**config.mk**
```make
export PLATFORM = sky130hd
export DESIGN_NAME = pet_prg_loader
export DESIGN_NICKNAME = d
export VERILOG_FILES = /design/src/rtl/pet_loader_pkg.sv /design/src/rtl/pet_dma_pacer.sv /design/src/rtl/pet_prg_loader.sv
export SDC_FILE = /design/constraint.sdc
export NUM_CORES = 1
export LEC_CHECK = 0
export BUFFER_PORTS_ARGS = -buffer_cell sky130_fd_sc_hd__buf_2
export CAP_MARGIN = 20
export CORE_MARGIN = 3
export CORE_UTILIZATION = 50
export CTS_BUF_LIST = sky130_fd_sc_hd__clkbuf_4
export CTS_CLUSTER_SIZE = 12
export DETAILED_ROUTE_END_ITERATION = 12
export GPL_ROUTABILITY_DRIVEN = 0
export MAX_ROUTING_LAYER = met4
export PLACE_DENSITY = 0.74
export SETUP_SLACK_MARGIN = 0.15
export SYNTH_ARGS = -nofsm -noshare
export SYNTH_HDL_FRONTEND = slang
export SYNTH_HIERARCHICAL = 1
export SYNTH_SLANG_ARGS = --single-unit
```
**constraint.sdc**
```tcl
create_clock -name clk -period 3.4 [get_ports clk]
set_clock_uncertainty 0.05 [all_clocks]
set_input_delay 0.17 -clock clk [delete_from_list [all_inputs] [get_ports clk]]
set_output_delay 0.17 -clock clk [all_outputs]
set_load 0.05 [all_outputs]
```
**src/rtl/pet_loader_pkg.sv**
```systemverilog
// pet_loader_pkg: states and constants shared by the PET PRG/ROM download loader.
// Optional feature macro: PET_LOADER_AUTORUN_EN (adds the AUTORUN state and its constants).
package pet_loader_pkg;

  typedef enum logic [2:0] {
    ST_IDLE,
    ST_HDR_LO,
    ST_HDR_HI,
    ST_DATA,
    ST_ROM,
    ST_PATCH,
`ifdef PET_LOADER_AUTORUN_EN
    ST_AUTORUN,
`endif
    ST_DONE
  } loader_state_t;

  localparam logic [7:0]  PRG_INDEX_DEFAULT = 8'h41;
  localparam logic [7:0]  ROM_INDEX_DEFAULT = 8'h00;
  localparam logic [15:0] RAM_TOP_DEFAULT   = 16'h8000;
  localparam logic [15:0] PTR_BASE_DEFAULT  = 16'h002A;

  // VARTAB, ARYTAB and STREND sit at offsets 0, 2 and 4; each is a lo/hi pair,
  // so the last patch write lands at STREND high byte.
  localparam int          STREND_OFS = 4;
  localparam logic [2:0]  PATCH_LAST = 3'(STREND_OFS + 1);

  // ROM image window in file offsets, moved up by 0x8000 into the ROM area.
  localparam logic [24:0] ROM_WIN_LO = 25'h000_0400;
  localparam logic [24:0] ROM_WIN_HI = 25'h000_8000;
  localparam logic [15:0] ROM_REMAP  = 16'h8000;

`ifdef PET_LOADER_AUTORUN_EN
  localparam logic [15:0] KBD_BUF_ADDR   = 16'h026F;
  localparam logic [15:0] KBD_COUNT_ADDR = 16'h009E;
  localparam logic [7:0]  KBD_COUNT      = 8'h04;
  localparam logic [2:0]  AUTORUN_LAST   = 3'd4;
  // "RUN\r", element 0 is 'R'.
  localparam logic [3:0][7:0] AUTORUN_BYTES = {8'h0D, 8'h4E, 8'h55, 8'h52};
`endif

  // Even patch slots carry the pointer low byte, odd slots the high byte.
  function automatic logic [7:0] patch_byte(input logic [15:0] ptr, input logic [2:0] slot);
    return slot[0] ? ptr[15:8] : ptr[7:0];
  endfunction

endpackage

```
**src/rtl/pet_dma_pacer.sv**
```systemverilog
// pet_dma_pacer: registers one DMA write per request and holds ioctl_wait
// for WR_GAP idle cycles after each write strobe.
module pet_dma_pacer #(
  parameter int WR_GAP = 3
) (
  input  logic        clk,
  input  logic        reset,
  input  logic        req,
  input  logic [15:0] addr,
  input  logic [7:0]  data,
  output logic [15:0] dma_addr,
  output logic [7:0]  dma_dout,
  output logic        dma_we,
  output logic        ioctl_wait,
  output logic        ready
);

  logic [3:0] gap_cnt;

  // A request always wins (last write wins); otherwise the gap counter drains
  // and ioctl_wait stays high until it has reached zero.
  always_ff @(posedge clk) begin
    if (reset) begin
      dma_addr   <= '0;
      dma_dout   <= '0;
      dma_we     <= 1'b0;
      ioctl_wait <= 1'b0;
      gap_cnt    <= '0;
    end else begin
      dma_we <= req;
      if (req) begin
        dma_addr   <= addr;
        dma_dout   <= data;
        ioctl_wait <= 1'b1;
        gap_cnt    <= 4'(WR_GAP);
      end else begin
        ioctl_wait <= (gap_cnt != 4'd0);
        if (gap_cnt != 4'd0)
          gap_cnt <= gap_cnt - 4'd1;
      end
    end
  end

  assign ready = !ioctl_wait;

endmodule

```
**src/rtl/pet_prg_loader.sv**
```systemverilog
// pet_prg_loader: turns the HPS ioctl download stream into paced PET RAM writes.
// PRG files are loaded at their embedded address and the BASIC end pointers are
// patched afterwards; ROM images are remapped into 0x8400..0xFFFF.
// Optional feature macro: PET_LOADER_AUTORUN_EN (types "RUN" into the keyboard buffer).
module pet_prg_loader
  import pet_loader_pkg::*;
#(
  parameter logic [7:0]  PRG_INDEX = PRG_INDEX_DEFAULT,
  parameter logic [7:0]  ROM_INDEX = ROM_INDEX_DEFAULT,
  parameter logic [15:0] RAM_TOP   = RAM_TOP_DEFAULT,
  parameter int          WR_GAP    = 3,
  parameter logic [15:0] PTR_BASE  = PTR_BASE_DEFAULT
) (
  input  logic        clk,
  input  logic        reset,
  input  logic        ioctl_download,
  input  logic [7:0]  ioctl_index,
  input  logic        ioctl_wr,
  input  logic [24:0] ioctl_addr,
  input  logic [7:0]  ioctl_dout,
  output logic        ioctl_wait,
  output logic [15:0] dma_addr,
  output logic [7:0]  dma_dout,
  output logic        dma_we,
  output logic        busy,
  output logic        done,
  output logic        overflow
`ifdef PET_LOADER_AUTORUN_EN
  , input  logic      autorun
`endif
);

  loader_state_t state;
  logic [15:0]   ptr;
  logic [2:0]    slot;
  logic          dl_prev;
  logic          ready;
  logic          pace_req;
  logic [15:0]   pace_addr;
  logic [7:0]    pace_data;
`ifdef PET_LOADER_AUTORUN_EN
  logic          autorun_en;
`endif

  wire dl_rise = ioctl_download && !dl_prev;
  wire dl_fall = !ioctl_download && dl_prev;

  // Write requests go straight to the pacer so dma_we follows ioctl_wr by one
  // cycle; a restart edge suppresses any request so an aborted load writes nothing more.
  always_comb begin
    pace_req  = 1'b0;
    pace_addr = ptr;
    pace_data = ioctl_dout;
    if (!dl_rise) begin
      case (state)
        ST_DATA: pace_req = ioctl_wr && (ptr < RAM_TOP);
        ST_ROM: begin
          pace_req  = ioctl_wr && (ioctl_addr >= ROM_WIN_LO) && (ioctl_addr < ROM_WIN_HI);
          pace_addr = ioctl_addr[15:0] + ROM_REMAP;
        end
        ST_PATCH: begin
          pace_req  = ready;
          pace_addr = PTR_BASE + {13'd0, slot};
          pace_data = patch_byte(ptr, slot);
        end
`ifdef PET_LOADER_AUTORUN_EN
        ST_AUTORUN: begin
          pace_req  = ready;
          pace_addr = (slot == AUTORUN_LAST) ? KBD_COUNT_ADDR : KBD_BUF_ADDR + {14'd0, slot[1:0]};
          pace_data = (slot == AUTORUN_LAST) ? KBD_COUNT : AUTORUN_BYTES[slot[1:0]];
        end
`endif
        default: ;
      endcase
    end
  end

  // Loader sequencing: a rising download edge (re)starts per the latched index,
  // the falling edge ends the stream, and patch/autorun writes advance on ready.
  always_ff @(posedge clk) begin
    if (reset) begin
      state    <= ST_IDLE;
      ptr      <= '0;
      slot     <= '0;
      dl_prev  <= 1'b0;
      busy     <= 1'b0;
      done     <= 1'b0;
      overflow <= 1'b0;
`ifdef PET_LOADER_AUTORUN_EN
      autorun_en <= 1'b0;
`endif
    end else begin
      dl_prev <= ioctl_download;
      done    <= 1'b0;
      if (dl_rise) begin
        slot <= '0;
`ifdef PET_LOADER_AUTORUN_EN
        autorun_en <= autorun;
`endif
        if (ioctl_index == PRG_INDEX) begin
          state    <= ST_HDR_LO;
          busy     <= 1'b1;
          overflow <= 1'b0;
        end else if (ioctl_index == ROM_INDEX) begin
          state <= ST_ROM;
          busy  <= 1'b1;
        end else begin
          state <= ST_IDLE;
          busy  <= 1'b0;
        end
      end else begin
        case (state)
          ST_IDLE: ;
          ST_HDR_LO: begin
            if (dl_fall)
              state <= ST_DONE;
            else if (ioctl_wr && ioctl_addr == 25'd0) begin
              ptr[7:0] <= ioctl_dout;
              state    <= ST_HDR_HI;
            end
          end
          ST_HDR_HI: begin
            if (dl_fall)
              state <= ST_DONE;
            else if (ioctl_wr && ioctl_addr == 25'd1) begin
              ptr[15:8] <= ioctl_dout;
              state     <= ST_DATA;
            end
          end
          ST_DATA: begin
            if (ioctl_wr) begin
              if (ptr < RAM_TOP)
                ptr <= ptr + 16'd1;
              else
                overflow <= 1'b1;
            end
            if (dl_fall)
              state <= ST_PATCH;
          end
          ST_ROM: begin
            if (dl_fall)
              state <= ST_DONE;
          end
          ST_PATCH: begin
            if (ready) begin
              if (slot == PATCH_LAST) begin
                slot <= '0;
`ifdef PET_LOADER_AUTORUN_EN
                state <= autorun_en ? ST_AUTORUN : ST_DONE;
`else
                state <= ST_DONE;
`endif
              end else
                slot <= slot + 3'd1;
            end
          end
`ifdef PET_LOADER_AUTORUN_EN
          ST_AUTORUN: begin
            if (ready) begin
              if (slot == AUTORUN_LAST) begin
                slot  <= '0;
                state <= ST_DONE;
              end else
                slot <= slot + 3'd1;
            end
          end
`endif
          ST_DONE: begin
            done  <= 1'b1;
            busy  <= 1'b0;
            state <= ST_IDLE;
          end
          default: state <= ST_IDLE;
        endcase
      end
    end
  end

  pet_dma_pacer #(
    .WR_GAP(WR_GAP)
  ) u_pacer (
    .clk        (clk),
    .reset      (reset),
    .req        (pace_req),
    .addr       (pace_addr),
    .data       (pace_data),
    .dma_addr   (dma_addr),
    .dma_dout   (dma_dout),
    .dma_we     (dma_we),
    .ioctl_wait (ioctl_wait),
    .ready      (ready)
  );

endmodule

```
==> flow_summary_export.csv, run 1 <==
group,metric,value,unit
clock_network,path_clk_slew,0.19,ns
flow_run,drv_cap,0,
critical_path,crit_buf_inv,5,
routing,finalWirelength,9.14,mm
final_layout,final_cell_mix,"73 x buf_2, 56 x dfxtp_1, 51 x nor2_1",
critical_path,r2r-start,"dl_prev",
critical_path,cpMostUsedCell,"buf_4",
clock_network,post_cts_buffers,0,
global_route,track_usage,24.1,%
synthesis,yosysSeqAreaShare,33.2,%
timing,slew_headroom,57.5,%
timing,setup-tns-final,0,ns
die,core,6460,um^2
synthesis,synth-seq-cells,56,
final_layout,fillers,585,
clock_network,clk_path_buf_depth,2,
synthesis,syn_inst,431,
worst_hold_path,min_path_type,"primary input to flip-flop",
final_layout,final_nets,540,
routing,postRouteAntennaNets,0,
routing,firstDrtPassIters,5,
synthesis,synth_top_family_by_area,"simple AND/OR/NAND/NOR gates",
critical_path,rrSetupSlack,0.88,ns
synthesis,synth_nets,482,
timing,finalMaxSlewViolations,0,
synthesis,synth_ff_type,"dfxtp_1",
synthesis,synth_edf_count,0,
synthesis,synth_xor_area_share,1.30,%
clock_network,cts.sinks,56,
synthesis,synth_simple_gate_area_share,27.9,%
die,die_w,88.2,um
timing,hold_viol,0,
global_route,antenna_found_initial,0,
global_route,grt_overflow,0,
die,die-area,7780,um^2
final_layout,stdcell_area,3840,um^2
die,initial_core_util,52.3,%
global_route,grt_max_degree,61,
clock_network,postCtsHoldBufs,1,
die,die_y,88.2,um
placement,placed_area,3740,um^2
power_and_ir_drop,p_leak,1.48,nW
power_and_ir_drop,p_comb_share,32.7,%
synthesis,synth_compound_area_share,19.3,%
critical_path,slowest_delay,0.53,ns
timing,clock.fmax,391,MHz
synthesis,async_flop_share,0,%
power_and_ir_drop,p_per_area,430,nW/um^2
routing,routedWlPerCell,16.1,um
clock_network,ctsResizeCount,0,
synthesis,synth_area_per_cell,7.84,um^2
clock_network,cts_made_buffers,5,
clock_network,h-tree-depth,2,
critical_path,worstSetupEndpointType,"flip-flop",
critical_path,cpLargestDelayFamily,"buffers and inverters",
synthesis,syn_area,3380,um^2
critical_path,critical_path.startpoint_type,"primary input",
timing,tightest_slew,0.636,ns
critical_path,crit_chain,"dlygate4sd3_1 > buf_2 > ha_1 > buf_4 > nor2_1 > and3_1 > a32o_1 > buf_4 > inv_1 > a311oi_1",
die,rows,29,
final_layout,fin_util,59.4,%
power_and_ir_drop,p_sw_share,37.6,%
critical_path,r2r.worst_path.cells,9,
status,status,"finished, final reports clean",
critical_path,crit_fanout,28,
routing,drt_iter0_drc,278,
routing,dr_total_vias,3356,
final_layout,diodes,0,
power_and_ir_drop,power_frac_clock,19.7,%
clock_network,cts_tree,"built",
critical_path,reg2reg_to,"u_pacer/gap_cnt[1]",
timing,setup-violations-final,0,
critical_path,crit_type,"primary input to flip-flop",
critical_path,path_depth,10,
timing,fin_crit_sh,75.2,%
timing,rsz0062_at_grt,"false",
final_layout,area.growth.synth_to_final,13.6,%
critical_path,slowest_stage,"dlygate4sd3_1",
power_and_ir_drop,p_switching,0.621,mW
synthesis,netlist-cell-type-count,57,
placement,port_buffers,73,
critical_path,crit_arrival,2.83,ns
power_and_ir_drop,p_int,1.03,mW
placement,dpl.hpwl,6.64,mm
synthesis,yosysWarnings,6,
final_layout,final_common_cell,"buf_2",
critical_path,cp.required,3.67,ns
routing,avgViaCountPerCell,5.92,
global_route,grt_pass1_wl,14.3,mm
critical_path,setup.worst_path.start,"ioctl_download",
final_layout,layout-drive-gt1-share,19.8,%
critical_path,cp-endpoint,"u_pacer/gap_cnt[1]",
synthesis,synthMuxAreaShare,11.0,%
global_route,grt_pass1_vias,2991,
power_and_ir_drop,worst_ir_drop_vdd,0.000316,V
power_and_ir_drop,finalPower,1.65,mW
clock_network,clk_latency,0.40,ns
die,ios,74,
routing,drc,0,
synthesis,synthAdderAreaFrac,2.22,%
power_and_ir_drop,seqPwrFrac,47.6,%
clock_network,cts-root-buf,"clkbuf_4",
timing,fin_crit,2.56,ns
-- through the flow --
step	setup slack, ns	hold slack (ns)	instances
5_1_grt	0.707	0.0391	567
4_1_cts	0.856	0.0123	566
6_report	0.842	0.0142	567
3_3_place_gp	1.03	0.379	557
3_5_place_dp	0.922	0.397	557
2_1_floorplan	1.16	0.260	431
-- worst min-delay path by stage --
stage	startpoint	end	slack, ns	cells after the start
2_1_floorplan	ioctl_download	dl_prev	0.26	2
3_3_place_gp	ioctl_download	dl_prev	0.38	3
3_5_place_dp	ioctl_download	dl_prev	0.40	3
4_1_cts	ioctl_dout[0]	ptr[0]	0.01	3
5_1_grt	ioctl_dout[0]	ptr[0]	0.04	3
6_report	ioctl_dout[0]	ptr[0]	0.01	3
-- cell usage after synthesis, types with 3 or more instances --
master,count,share of area (%)
inv_1,10,1.1
buf_1,3,0.33
dfxtp_1,56,33
nor3_1,13,1.9
o21ai_0,18,2.7
and3_1,7,1.3
ha_1,6,2.2
a21o_1,8,1.8
nand3_1,8,1.2
nor2_1,51,5.7
o32ai_1,3,0.78
nor2b_1,6,1.1
o21ai_1,14,2.1
clkbuf_1,20,2.2
nor4_1,6,1.1
mux2i_1,37,11
nand4b_1,4,1.0
a31oi_1,8,1.5
o31ai_1,4,0.89
xnor2_1,4,1.0
a21oi_1,39,5.8
nand2b_1,18,3.3
and2_1,4,0.74
nand2_1,37,4.1
nor3b_1,5,1.1
nand4_1,3,0.56
-- cell type report --
| class | instances | area (um^2) | area share, % |
|---|---|---|---|
| Clock buffer | 5 | 37.5 | 0.978 |
| Sequential cell | 56 | 1120 | 29.2 |
| Multi-Input combinational cell | 335 | 2080 | 54.3 |
| Clock inverter | 3 | 25.0 | 0.652 |
| Timing Repair Buffer | 80 | 433 | 11.3 |
| Tap cell | 77 | 96.3 | 2.51 |
| Inverter | 11 | 41.3 | 1.08 |
-- sequential cells by signal, summed over array words and instances, names as in the netlist --
register and cells:
done 1, state 3, slot 3, u_pacer/dma_addr 16
dl_prev 1, u_pacer/ioctl_wait 1, u_pacer/dma_dout 8, busy 1
overflow 1, ptr 16, u_pacer/gap_cnt 4, u_pacer/dma_we 1
-- tightest hold or removal path: stages --
cell      delay [ns]
buf_2           0.12
nand3b_1        0.08
a31oi_1         0.07
-- logic make-up (layout without fill, tap and decap cells) --
| logic type | Yosys count | in the layout |
|---|---|---|
| AO/OA/AOI/OAI | 108 | 108 |
| XOR/XNOR | 5 | 5 |
| adder cells (fa/ha/maj) | 6 | 6 |
| buffers and inverters | 40 | 99 |
| flip-flops | 56 | 56 |
| multiplexers | 37 | 37 |
| AND/OR/NAND/NOR | 179 | 179 |
-- power by group through the flow --
stage          sequential [mW]  clock, mW  combinational, mW
6_report                 0.785      0.325              0.540
5_1_grt                  0.791      0.353              0.596
4_1_cts                  0.781      0.328              0.531
3_5_place_dp             0.796          0              0.527
3_3_place_gp             0.795          0              0.517
2_1_floorplan            0.776          0              0.423
-- layer usage --
layer | up-vias | track usage, % | wire length [um] | share of wire [%]
li1 | 1646 | - | - | -
met1 | 1551 | 31.6 | 4040 | 44
met2 | 150 | 39.1 | 4280 | 47
met3 | 9 | 3.39 | 726 | 7.9
met4 | 0 | 6.18 | 97 | 1.1
met5 | - | - | 0 | 0
No activity file was read; power rests on OpenSTA's default activity.
==> run 2, diff against run 1 <==
- PLACE_DENSITY: 0.74 -> 0.77
- clock period: 3.4 -> 2.1 ns (I/O delays scaled with it)
==> flow_summary_export.csv, run 2 (synthesized netlist as in run 1, its figures left out) <==
group,metric,value,unit
timing,fin_crit_sh,91.9,%
placement,port_buffers,73,
routing,avgViaCountPerCell,5.98,
status,status,"finished with violations",
timing,setup-violations-final,0,
critical_path,cp.required,2.34,ns
final_layout,layout-drive-gt1-share,26.9,%
final_layout,seqCellArea,1130,um^2
final_layout,top_regs,"ptr x16, u_pacer/dma_addr x16, u_pacer/dma_dout x8",
timing,hold_ws,-0.00205,ns
status,failed_checks,"negative hold slack",
routing,postRouteAntennaNets,0,
routing,drc,0,
final_layout,final_cell_mix,"73 x buf_2, 51 x nor2_1, 50 x dfxtp_1",
timing,finalMaxSlewViolations,0,
power_and_ir_drop,p_per_area,660,nW/um^2
global_route,antenna_found_initial,0,
clock_network,clk_path_buf_depth,2,
final_layout,final_nets,571,
global_route,grt_pass1_wl,15.8,mm
final_layout,diodes,0,
die,die_y,88.2,um
critical_path,crit_fanout,7,
timing,rsz0062_at_grt,"true",
die,ios,74,
clock_network,path_clk_slew,0.17,ns
global_route,grt_pass1_vias,3220,
final_layout,fillers,567,
routing,finalWirelength,10.0,mm
critical_path,crit_arrival,2.17,ns
timing,slew_headroom,48.5,%
clock_network,cts_made_buffers,5,
final_layout,fin_util,64.9,%
timing,setup-tns-final,0,ns
flow_run,drv_cap,0,
power_and_ir_drop,p_leak,1.69,nW
die,core,6460,um^2
final_layout,final_common_cell,"buf_2",
die,initial_core_util,52.3,%
final_layout,area.growth.synth_to_final,24.1,%
clock_network,cts-root-buf,"clkbuf_4",
placement,dpl.hpwl,7.16,mm
critical_path,worstSetupEndpointType,"flip-flop",
power_and_ir_drop,worst_ir_drop_vdd,0.000381,V
timing,tightest_slew,0.773,ns
timing,hold_viol,1,
routing,firstDrtPassIters,5,
die,rows,29,
die,die_w,88.2,um
die,die-area,7780,um^2
global_route,grt_max_degree,40,
final_layout,multi_input_area,2140,um^2
timing,fin_crit,1.93,ns
clock_network,cts.sinks,56,
routing,dr_total_vias,3575,
global_route,track_usage,26.3,%
timing,clock.fmax,518,MHz
clock_network,h-tree-depth,2,
global_route,grt_overflow,0,
clock_network,cts_tree,"built",
routing,drt_iter0_drc,370,
critical_path,crit_type,"flip-flop to flip-flop",
worst_hold_path,min_path_type,"primary input to flip-flop",
critical_path,critical_path.startpoint_type,"flip-flop",
routing,routedWlPerCell,16.8,um
clock_network,clk_latency,0.41,ns
run 2: cell count changes in the layout (fill, tap and decap cells not counted), moves of 2 or more:
cell / delta
ha_1: -2
buf_4: +26
ha_4: +2
clkbuf_16: +2
dfxtp_1: -6
dfxtp_2: +6
run 2: final cells by class:
type	count	share of cell area, %
flip-flops and latches	56	26.9
multi-input cells	335	51.1
inverters	11	1.07
repair buffers	111	17.2
clock buffers	5	0.896
well taps	77	2.30
clock inverters	3	0.537
run 2: path summary, 6_finish.rpt:
kind,slack [ns],cells after the start,endpoint,startpoint
max,0.17,9,u_pacer/dma_addr[1],dl_prev
min,-0.002,3,ptr[4],ioctl_dout[4]
max reg2reg,0.17,9,u_pacer/dma_addr[1],dl_prev
min reg2reg,0.46,2,u_pacer/dma_addr[9],u_pacer/dma_addr[9]
run 2: per-stage QoR:
stage	instances	setup slack [ns]	instance area (um^2)	total power, mW
after floorplan	431	0.148	3420	1.96
after global placement	585	0.101	3990	2.20
after detailed placement	585	0.0385	3990	2.23
after CTS	595	0.166	4080	2.73
after global routing	598	0.0806	4190	2.91
final	598	0.170	4190	2.77
run 2: what timing repair did:
| action | 4_1_cts | 5_1_grt |
|---|---|---|
| hold endpoints to repair | 2 | 0 |
| gates resized for setup | 2 | 13 |
| hold buffers | 2 | 0 |
| pin swaps | 0 | 2 |
| setup buffers | 0 | 0 |
| cloned | 0 | 3 |
| setup endpoints to repair | 1 | 36 |
run 2: where the power goes:
| part | internal, mW | switching, mW | total, mW |
|---|---|---|---|
| sequential | 1.15 | 0.102 | 1.25 |
| combinational | 0.441 | 0.557 | 0.999 |
| clock | 0.136 | 0.383 | 0.519 |
| total | 1.73 | 1.04 | 2.77 |
run 2: critical path, cell delays in order (launching register included):
cell       delay (ns)
dfxtp_2          0.37
inv_1            0.06
ha_4             0.19
nor2_1           0.12
nand2_1          0.08
o21ai_0          0.08
a32o_2           0.37
clkbuf_16        0.22
mux2i_1          0.22
nor2_1           0.06
run 2: routing by layer:
metal,share of wire [%],track usage (%),vias up
met3,8.0,3.95,30
met1,44,35.0,1647
met4,2.0,6.46,0
li1,-,-,1718
met2,46,42.0,180
met5,0,-,-
==> run 3, diff against run 2 <==
--- a/config.mk
+++ b/config.mk
@@ -12,3 +12,3 @@
 export CTS_BUF_LIST = sky130_fd_sc_hd__clkbuf_4
-export CTS_CLUSTER_SIZE = 12
+export CTS_CLUSTER_SIZE = 28
 export DETAILED_ROUTE_END_ITERATION = 12
==> constraint.sdc (replaced) <==
create_clock -name clk -period 2.1 [get_ports clk]
set_clock_uncertainty 0.05 [all_clocks]
set_input_delay 0.42 -clock clk [delete_from_list [all_inputs] [get_ports clk]]
set_output_delay 0.42 -clock clk [all_outputs]
set_load 0.05 [all_outputs]
==> flow_summary_export.csv, run 3 (synthesized netlist as in run 1, its figures left out) <==
group,metric,value,unit
critical_path,r2r.worst_path.cells,8,
routing,firstDrtPassIters,5,
worst_hold_path,holdPathStages,3,
timing,setup-tns-final,0,ns
timing,setup-violations-final,0,
routing,wl_met2,4.87,mm
routing,wl_met3,772,um
routing,dr_total_vias,3645,
power_and_ir_drop,p_leak,1.79,nW
global_route,grt_max_degree,33,
status,status,"finished, final reports clean",
clock_network,cts.sinks,56,
final_layout,stdcell_count,616,
worst_hold_path,worst_hold_path.endpoint,"dl_prev",
final_layout,fillers,567,
routing,routed.top_layer,"met4",
final_layout,area.growth.synth_to_final,28.9,%
clock_network,path_clk_slew,0.18,ns
critical_path,crit_arrival,2.28,ns
timing,fin_crit_sh,96.2,%
power_and_ir_drop,p_per_area,653,nW/um^2
power_and_ir_drop,power_frac_clock,18.5,%
die,die-area,7780,um^2
final_layout,final_common_cell,"buf_2",
clock_network,h-tree-depth,2,
power_and_ir_drop,p_sw_share,37.2,%
routing,wl_met1,4.28,mm
die,ios,74,
routing,routedWlPerCell,16.5,um
clock_network,cts_made_buffers,5,
routing,finalWirelength,10.1,mm
flow_run,drv_cap,0,
worst_hold_path,min_path_type,"primary input to flip-flop",
die,die_y,88.2,um
critical_path,crit_type,"primary input to flip-flop",
clock_network,cts-root-buf,"clkbuf_4",
clock_network,postCtsHoldBufs,0,
routing,drt_iter0_drc,360,
worst_hold_path,hp-start,"ioctl_download",
final_layout,final_nets,589,
critical_path,rrSetupSlack,0.10,ns
placement,post-place-cells,605,
routing,postRouteAntennaNets,0,
final_layout,diodes,0,
timing,hold_viol,0,
critical_path,reg2reg_to,"u_pacer/dma_addr[3]",
global_route,grt_overflow,0,
die,initial_core_util,52.3,%
power_and_ir_drop,p_switching,1.06,mW
critical_path,critical_path.startpoint_type,"primary input",
critical_path,cp.required,2.36,ns
timing,tightest_slew,0.639,ns
clock_network,clk_path_buf_depth,2,
critical_path,crit_fanout,14,
power_and_ir_drop,seqPwrFrac,43.6,%
placement,port_buffers,73,
critical_path,r2r-start,"dl_prev",
timing,finalMaxSlewViolations,0,
critical_path,worstSetupEndpointType,"flip-flop",
die,die_w,88.2,um
final_layout,top_regs,"ptr x16, u_pacer/dma_addr x16, u_pacer/dma_dout x8",
timing,slew_headroom,57.4,%
power_and_ir_drop,p_comb_share,37.9,%
timing,clock.fmax,495,MHz
routing,drc,0,
final_layout,layout-drive-gt1-share,30.2,%
global_route,grt_pass1_wl,15.8,mm
clock_network,cts_tree,"built",
timing,rsz0062_at_grt,"true",
clock_network,clk_latency,0.39,ns
final_layout,final_cell_mix,"71 x buf_2, 51 x dfxtp_1, 51 x buf_4",
global_route,track_usage,26.3,%
global_route,antenna_found_initial,0,
global_route,grt_pass1_vias,3375,
routing,avgViaCountPerCell,5.92,
die,core,6460,um^2
power_and_ir_drop,p_int,1.79,mW
power_and_ir_drop,worst_ir_drop_vdd,0.000306,V
die,rows,29,
placement,dpl.hpwl,7.38,mm
timing,fin_crit,2.02,ns
==> run 3: cell count changes in the layout (fill, tap and decap cells not counted), moves of 2 or more <==
cell and delta:
buf_2 -2, dlygate4sd3_1 -2, mux2i_1 -2, buf_4 +20, mux2i_2 +2
==> run 3: critical path: stages <==
cell	delay (ns)
buf_6	0.09
or4_4	0.54
nor3_4	0.18
nand4b_1	0.11
nand2_1	0.07
a32o_2	0.29
clkbuf_16	0.23
mux2i_1	0.27
nor2_1	0.07
==> run 3: routing by layer <==
layer / GRT usage [%] / up-vias
met5: - / -
met4: 7.01 / 0
met3: 3.57 / 26
met2: 43.8 / 167
met1: 33.4 / 1702
li1: - / 1750
==> run 3: repair_timing <==
item	CTS	global route
cloned	0	2
gates resized for setup	2	20
endpoints found under the setup margin	7	44
setup buffers	0	1
pin swaps	0	2
==> run 3: worst max-delay path by stage <==
stage | startpoint | to | slack, ns
after global routing | dl_prev | u_pacer/dma_addr[3] | 0.03
after floorplan | ioctl_addr[18] | u_pacer/dma_dout[0] | -0.1
after global placement | ioctl_addr[18] | u_pacer/gap_cnt[1] | -0.20
after CTS | state[2] | u_pacer/dma_addr[14] | 0.15
final | ioctl_addr[18] | u_pacer/dma_addr[3] | 0.08
after detailed placement | ioctl_addr[18] | u_pacer/dma_dout[0] | -0.26
==> run 3: through the flow <==
| stage | total power [mW] | worst slack, ns | instance area (um^2) | hold slack [ns] | util, % |
|---|---|---|---|---|---|
| 2_1_floorplan | 1.95 | -0.0964 | 3400 | 0.431 | - |
| 3_3_place_gp | 2.25 | -0.196 | 4150 | 0.419 | 64.2 |
| 3_5_place_dp | 2.29 | -0.257 | 4150 | 0.434 | 64.2 |
| 4_1_cts | 2.80 | 0.154 | 4220 | 0.214 | 65.3 |
| 5_1_grt | 3.01 | 0.0279 | 4360 | 0.254 | 67.4 |
| 6_report | 2.84 | 0.0789 | 4360 | 0.236 | 67.4 |
==> run 3: power groups by stage <==
stage	registers, mW	logic (mW)	clock network [mW]
6_report	1.24	1.08	0.525
5_1_grt	1.25	1.19	0.570
3_3_place_gp	1.25	0.999	0
4_1_cts	1.23	1.04	0.531
2_1_floorplan	1.26	0.690	0
3_5_place_dp	1.25	1.04	0
==> run 3: cell type report <==
cell class / instances / area (um^2) / area share (%)
flip-flops and latches: 56 / 1130 / 25.9
multi-input cells: 335 / 2160 / 49.5
clock buffers: 5 / 37.5 / 0.862
repair buffers: 129 / 871 / 20.0
well taps: 77 / 96.3 / 2.21
clock inverters: 3 / 25.0 / 0.575
inverters: 11 / 41.3 / 0.948
